## src/rtl/ps2_keyboard_receiver.sv

```systemverilog
// PS/2 keyboard receiver: synchronises and deglitches ps2c/ps2d, deframes 11-bit frames,
// filters E0/F0 sequences and holds each delivered make code until acknowledged.
module ps2_keyboard_receiver #(
    parameter int FILTER_LEN     = 8,
    parameter int TIMEOUT_CYCLES = 50000,
    parameter int DROP_BREAK     = 1
) (
    input  logic       clk,
    input  logic       reset,
    input  logic       ps2c,
    input  logic       ps2d,
    input  logic       input_ack,
    output logic [7:0] keyboard_input_data,
    output logic       input_arrived_flag,
    output logic       frame_error,
    output logic       overrun
);
    localparam int FCW = (FILTER_LEN > 1) ? $clog2(FILTER_LEN) : 1;
    localparam int TW  = $clog2(TIMEOUT_CYCLES + 1);

    typedef enum logic [1:0] {S_IDLE, S_DATA, S_PARITY, S_STOP} state_t;

    state_t         state;
    logic           c_s1, c_s2, d_s1, d_s2;
    logic           c_filt, d_filt, c_prev;
    logic [FCW-1:0] c_cnt, d_cnt;
    logic [2:0]     bitcnt;
    logic [7:0]     shift;
    logic           parity_ok;
    logic           break_pending;
    logic [TW-1:0]  tcnt;

    logic fall, accept_ok, deliver;

    // Synchronisers and glitch filters; presets model an idle (high) bus.
    always_ff @(posedge clk) begin
        if (reset) begin
            c_s1   <= 1'b1;
            c_s2   <= 1'b1;
            d_s1   <= 1'b1;
            d_s2   <= 1'b1;
            c_filt <= 1'b1;
            d_filt <= 1'b1;
            c_prev <= 1'b1;
            c_cnt  <= '0;
            d_cnt  <= '0;
        end else begin
            c_s1   <= ps2c;
            c_s2   <= c_s1;
            d_s1   <= ps2d;
            d_s2   <= d_s1;
            c_prev <= c_filt;
            if (c_s2 != c_filt) begin
                if (c_cnt == FCW'(FILTER_LEN - 1)) begin
                    c_filt <= c_s2;
                    c_cnt  <= '0;
                end else begin
                    c_cnt <= c_cnt + 1'b1;
                end
            end else begin
                c_cnt <= '0;
            end
            if (d_s2 != d_filt) begin
                if (d_cnt == FCW'(FILTER_LEN - 1)) begin
                    d_filt <= d_s2;
                    d_cnt  <= '0;
                end else begin
                    d_cnt <= d_cnt + 1'b1;
                end
            end else begin
                d_cnt <= '0;
            end
        end
    end

    always_comb begin
        fall      = c_prev & ~c_filt;
        accept_ok = fall && (state == S_STOP) && d_filt && parity_ok;
        deliver   = accept_ok && (shift != 8'hE0) && !break_pending
                    && !((DROP_BREAK != 0) && (shift == 8'hF0));
    end

    always_ff @(posedge clk) begin
        if (reset) begin
            state               <= S_IDLE;
            bitcnt              <= '0;
            shift               <= '0;
            parity_ok           <= 1'b0;
            break_pending       <= 1'b0;
            tcnt                <= '0;
            keyboard_input_data <= 8'h00;
            input_arrived_flag  <= 1'b0;
            frame_error         <= 1'b0;
            overrun             <= 1'b0;
        end else begin
            frame_error <= 1'b0;
            overrun     <= 1'b0;

            if (fall) begin
                tcnt <= '0;
                case (state)
                    S_IDLE: begin
                        if (!d_filt) begin
                            state  <= S_DATA;
                            bitcnt <= '0;
                        end
                    end
                    S_DATA: begin
                        shift <= {d_filt, shift[7:1]};
                        if (bitcnt == 3'd7) state <= S_PARITY;
                        else bitcnt <= bitcnt + 1'b1;
                    end
                    S_PARITY: begin
                        parity_ok <= ^{shift, d_filt};
                        state     <= S_STOP;
                    end
                    default: begin
                        if (!(d_filt && parity_ok)) frame_error <= 1'b1;
                        state <= S_IDLE;
                    end
                endcase
            end else if (state != S_IDLE) begin
                // A stalled keyboard must not wedge the deframer.
                if (tcnt == TW'(TIMEOUT_CYCLES - 1)) begin
                    state       <= S_IDLE;
                    tcnt        <= '0;
                    frame_error <= 1'b1;
                end else begin
                    tcnt <= tcnt + 1'b1;
                end
            end

            if (accept_ok && shift != 8'hE0) begin
                if ((DROP_BREAK != 0) && shift == 8'hF0) break_pending <= 1'b1;
                else if (break_pending) break_pending <= 1'b0;
            end

            if (deliver) begin
                if (!input_arrived_flag || input_ack) begin
                    keyboard_input_data <= shift;
                    input_arrived_flag  <= 1'b1;
                end else begin
                    overrun <= 1'b1;
                end
            end else if (input_ack) begin
                input_arrived_flag <= 1'b0;
            end
        end
    end
endmodule

```

## config.mk

```make
export PLATFORM = sky130hd
export DESIGN_NAME = ps2_keyboard_receiver
export DESIGN_NICKNAME = d
export VERILOG_FILES = /design/src/rtl/ps2_keyboard_receiver.sv
export SDC_FILE = /design/constraint.sdc
export NUM_CORES = 1
export LEC_CHECK = 0
export ABC_CLOCK_PERIOD_IN_PS = 3600
export CAP_MARGIN = 20
export CORE_ASPECT_RATIO = 0.7
export CORE_MARGIN = 1.5
export CORE_UTILIZATION = 40
export DETAILED_ROUTE_END_ITERATION = 16
export GPL_ROUTABILITY_DRIVEN = 1
export HOLD_SLACK_MARGIN = 0.15
export PLACE_DENSITY_LB_ADDON = 0.12
export SYNTH_ARGS = -nofsm -noshare
export SYNTH_HDL_FRONTEND = slang
export SYNTH_SLANG_ARGS = --single-unit
```

## constraint.sdc

```tcl
create_clock -name clk -period 3.6 [get_ports clk]
set_input_delay 0.72 -clock clk [delete_from_list [all_inputs] [get_ports clk]]
set_output_delay 0.72 -clock clk [all_outputs]
set_load 0.005 [all_outputs]
```

Word-level counts from Yosys, hierarchy flattened:

Cells that the tools add are included.

* add/sub/neg operators: 4
* multiply operators: 0
* div/mod/pow operators: 0
* $lt $le $gt $ge: 0
* equality and inequality tests: 16
* shifts and indexed selects: 0
* mux-type cells: 20
* bitwise logic cells: 5
* reduce and logical (&&, ||, !) cells: 31

Operator list (count)
* 16-bit by 1-bit adder with 16-bit output, second input constant: 1
* 16-bit equality test, second input constant: 1
* 16-bit two-way mux: 1
* 2-bit AND reduction: 6
* 1-bit two-way mux: 10
* 2-bit two-way mux: 5
* 2-bit nonzero test: 5
* 3-bit by 1-bit adder with 3-bit output, second input constant: 3
* 3-bit equality test, second input constant: 3
* 3-bit OR reduction: 3
* 9-bit parity: 1
* 8-bit equality test, second input constant: 1
* 8-bit inequality test, second input constant: 1
* 4-bit AND reduction: 2
* 1-bit logical AND: 7
* 3-bit two-way mux: 2
* 3-bit inequality test, second input constant: 2
* 2-bit case mux with 3 select lines: 1
* 3-bit case mux with 2 select lines: 1
* 2-bit equality test, second input constant: 2
* 2-bit inequality test, second input constant: 2
* 1-bit inverter: 4
* 2-bit OR reduction: 2
* 1-bit zero test: 3
* 6 further kinds: 7

* register bits: 55
* latch bits: 0
* memory bits (writable): 0
* memory bits (read-only): 0
* memories kept: 0

Depth between registers and ports, before layout:

* depth after elaboration: 10
* mapped depth: 9

Worst setup path before layout:

Ideal clock, no wire load.

* kind: register to register
* start point: register state[0]
* end point: register tcnt[10]
* arrival time: 2.074 ns
* slack: 1.409 ns
* stages on the path, launching flop included: 10
* buffers on the path: 3
* period minus slack after synthesis: 2.191 ns
* path through: dfxtp_1 > inv_1 > ha_1 > buf_2 > and3b_1 > clkbuf_1 > nand3_2 > o41ai_4 > buf_2 > nor2_1

* longest elaborated chain between the ends: 1

Ends and longest elaborated chain
* start, declared: RTL line 23 `state_t state;`
* start signal, assigned: RTL line 85 `state <= S_IDLE;`
* start signal, assigned: RTL line 104 `state <= S_DATA;`
* start signal, assigned: RTL line 110 `if (bitcnt == 3'd7) state <= S_PARITY;`
* 2-bit nonzero test: RTL line 122 `end else if (state != S_IDLE) begin`
* end signal, assigned: RTL line 129 `tcnt <= tcnt + 1'b1;`
* end, declared: RTL line 31 `logic [TW-1:0] tcnt;`

Every way passes these cells.
A chain may end at the register's enable or synchronous reset.

Worst setup path in the final report:

* start point: register state[0]
* end point: register tcnt[7]

The elaborated chain is that of the path after synthesis.

==> metrics <==
sw frac=22.2%; reg2reg start=state[0]; placed instance count=337; Setup crit end=tcnt[7]; Area Overhead vs Synth=11.6%; clock power share=roughly a third; sequential power share=63.0%; Multi-input gate area=1290 sq um; CTS resizes=0; CP Cell Sequence=inv_1, ha_1, and3b_1, nand3_2, o41ai_4, nor2_1; Initial Util=42.2%; asr flop ratio synth=0%; Die H=around 69 um; max_cap viols=0; postcts setup bufs=0; register area share after synthesis=44.7%; Reg2Reg Setup Slack=between 1 and 1.5 ns; CTS H-tree depth=2; Post-DRT Antenna Nets=0; GRT Total Usage=14.5%; Clock Path Buffers=2; number of port buffers=15; CP max stage delay=0.87 ns; Core Util, Final=47.1%; Ports=16; CTS sink cnt=55; Avg Cell Area, Syn=about 9.5 sq um; cell area after synthesis=2460 sq um; final WL=4500 um; WS Path Type=flop to flop; final setup violation count=0; die area=approximately 6600 sq um; crit path from=state[0]; vias=1791; min Tclk post-route=between 2 and 3 ns; HP Class=flop to flop; Ys Warns=0; Least-Margin Pin Slew=0.887 ns; Num CTS Buffers=5; largest net degree at the start of global routing=27; Net Count, Synth=275; r2r endpoint=tcnt[7]; CTS Hold Buffers Added=0; Post-synth EDFFs=0; post-DR wirelength/cell=13.0 um; clock-pin slew on the worst setup and hold paths=~0.10 ns; core area=5840 sq um; nets=286; clock tree from TritonCTS=done; Final Skew=0.00437 ns; global-route wire length before repair=7670 um; share of cells above drive strength 1=8.52%; setup TNS=0 ns; Post-synth top flop=dfxtp_1; RSZ-0062 raised after global routing=no; Max Slew Vio Count=0; CP startpoint kind=flop; f_max=393 MHz; NetSw=0.000216 W; Max FO, Critical Path=16; initial antenna violation count=0; Netlist cell types=between 40 and 50; Worst Reg-to-Reg Cells=6; CP Data Required Time=3.77 ns; Int Power=~0.00075 W; grt ovf=0; Power Density=353 nW/um^2; Rel. slew slack=40.7%; Final GP Congestion=~0.7; LEAKAGE=1.04 nW; #FFs+latches synth=55; Core Rows=23; CP Capture Type=flop; Period Utilization, post-route=70.6%; Comb pwr share=2.1%; commonest non-fill, non-tap cell in the layout=dfxtp_1; drt via density=5.19; non-filler cells, final=345; outcome=finished, final reports clean; most frequent cells in the layout=55 x dfxtp_1, 24 x nor2_1, 18 x a21oi_1, 15 x nand2_1, 15 x clkdlybuf4s50_1; CTS root buf=clkbuf_8; Syn Inst Count=about 260; die width=96.8 um; drt pass-1 iters=4; Place WS=1.04 ns; vias in the first global route=1582; Peak supply drop=181 uV; initial detailed-routing violation count=68; critical path's slowest cell=o41ai_4; number of fill cells=roughly 570; Clk Latency, worst-skew pair=a little over 0.3 ns; FF+latch area=1100 sq um; Antenna Cells=0; Arr. time, crit path=2.72 ns; drt drc=0; final worst setup slack=1.06 ns; final hold vios=0; Post-DP HPWL=3190 um
[cells by family after synthesis]
group	after synthesis	synth area share, %
simple gates	105	23.9
compound gates	41	11.1
fa+ha+maj	12	6.09
xor+xnor	20	7.67
mux	9	3.66
flops	55	44.7
buf+inv	16	2.84
[Yosys cell counts (all sizes together) (2+ instances only)]
master	instances	area [sq um]
nor3	3	15.0
dfxtp	55	1100
a21oi	19	98.9
nor2	24	90.1
buf	4	25.0
nand4	7	43.8
xnor2	7	61.3
nand3b	4	30.0
nor4	2	12.5
and2	6	37.5
nand3	13	70.1
a211o	2	17.5
o21ai	10	50.1
clkbuf	8	30.0
nor2b	5	31.3
nand2b	2	12.5
or4	3	26.3
ha	12	150
o31ai	2	15.0
and4b	2	20.0
or2	8	50.1
or3	2	12.5
o211ai	3	22.5
inv	4	15.0
nand2	15	56.3
mux2i	9	90.1
xor2	12	105
[flip-flops by register name, indices dropped and copies added (netlist names), 2 cells and up]
signal / count
bitcnt: 3
c_cnt: 3
d_cnt: 3
keyboard_input_data: 8
shift: 8
state: 2
tcnt: 16
[power by group through the flow]
stage	Sequential [W]	Combinational, W	Clock (W)
after floorplan	0.000626	0.0000127	0
after global placement	0.000626	0.0000206	0
after detailed placement	0.000626	0.0000206	0
after CTS	0.000612	0.0000205	0.000353
after global routing	0.000612	0.0000221	0.000379
final	0.000612	0.0000199	0.000339
[critical path, delay by kind of cell, from the launching register on]
kind / cells / cell delay, ns
AOI/OAI and AO/OA: 1 / 0.87
and+or+nand+nor: 3 / 0.68
DFF: 1 / 0.43
adders and majority gates: 1 / 0.34
buffers and inverters: 1 / 0.09
[worst min-delay path by stage]
stage / endpoint / from / cells past startpoint
3_3_place_gp: d_s2 / d_s1 / 1
4_1_cts: c_s2 / c_s1 / 1
5_1_grt: d_s2 / d_s1 / 1
6_report: c_s2 / c_s1 / 1
2_1_floorplan: c_s2 / c_s1 / 1
3_5_place_dp: c_s2 / c_s1 / 1
[routing by layer]
layer  wire, um  vias up  GRT usage (%)
li1           -      925              -
met1       2460      837           20.2
met2       1820       22           21.7
met3        148        7           3.73
met4         66        0           5.43
met5          0        -              0
[per-stage QoR]
stage / total power (W) / area, sq um / hold slack, ns
final: 0.000970 / 2750 / 0.422
after global routing: 0.00101 / 2750 / 0.438
after global placement: 0.000647 / 2660 / 0.395
after floorplan: 0.000638 / 2460 / 0.389
after detailed placement: 0.000647 / 2660 / 0.396
after CTS: 0.000985 / 2750 / 0.419
[final cells by class]
cell class	count	area share, %
clock buffers	5	2.50
flip-flops and latches	55	40.1
multi-input cells	187	47.0
clock inverters	3	0.728
well taps	75	3.41
inverters	4	0.546
repair buffers	16	5.74
No activity file was read; power rests on OpenSTA's default activity.
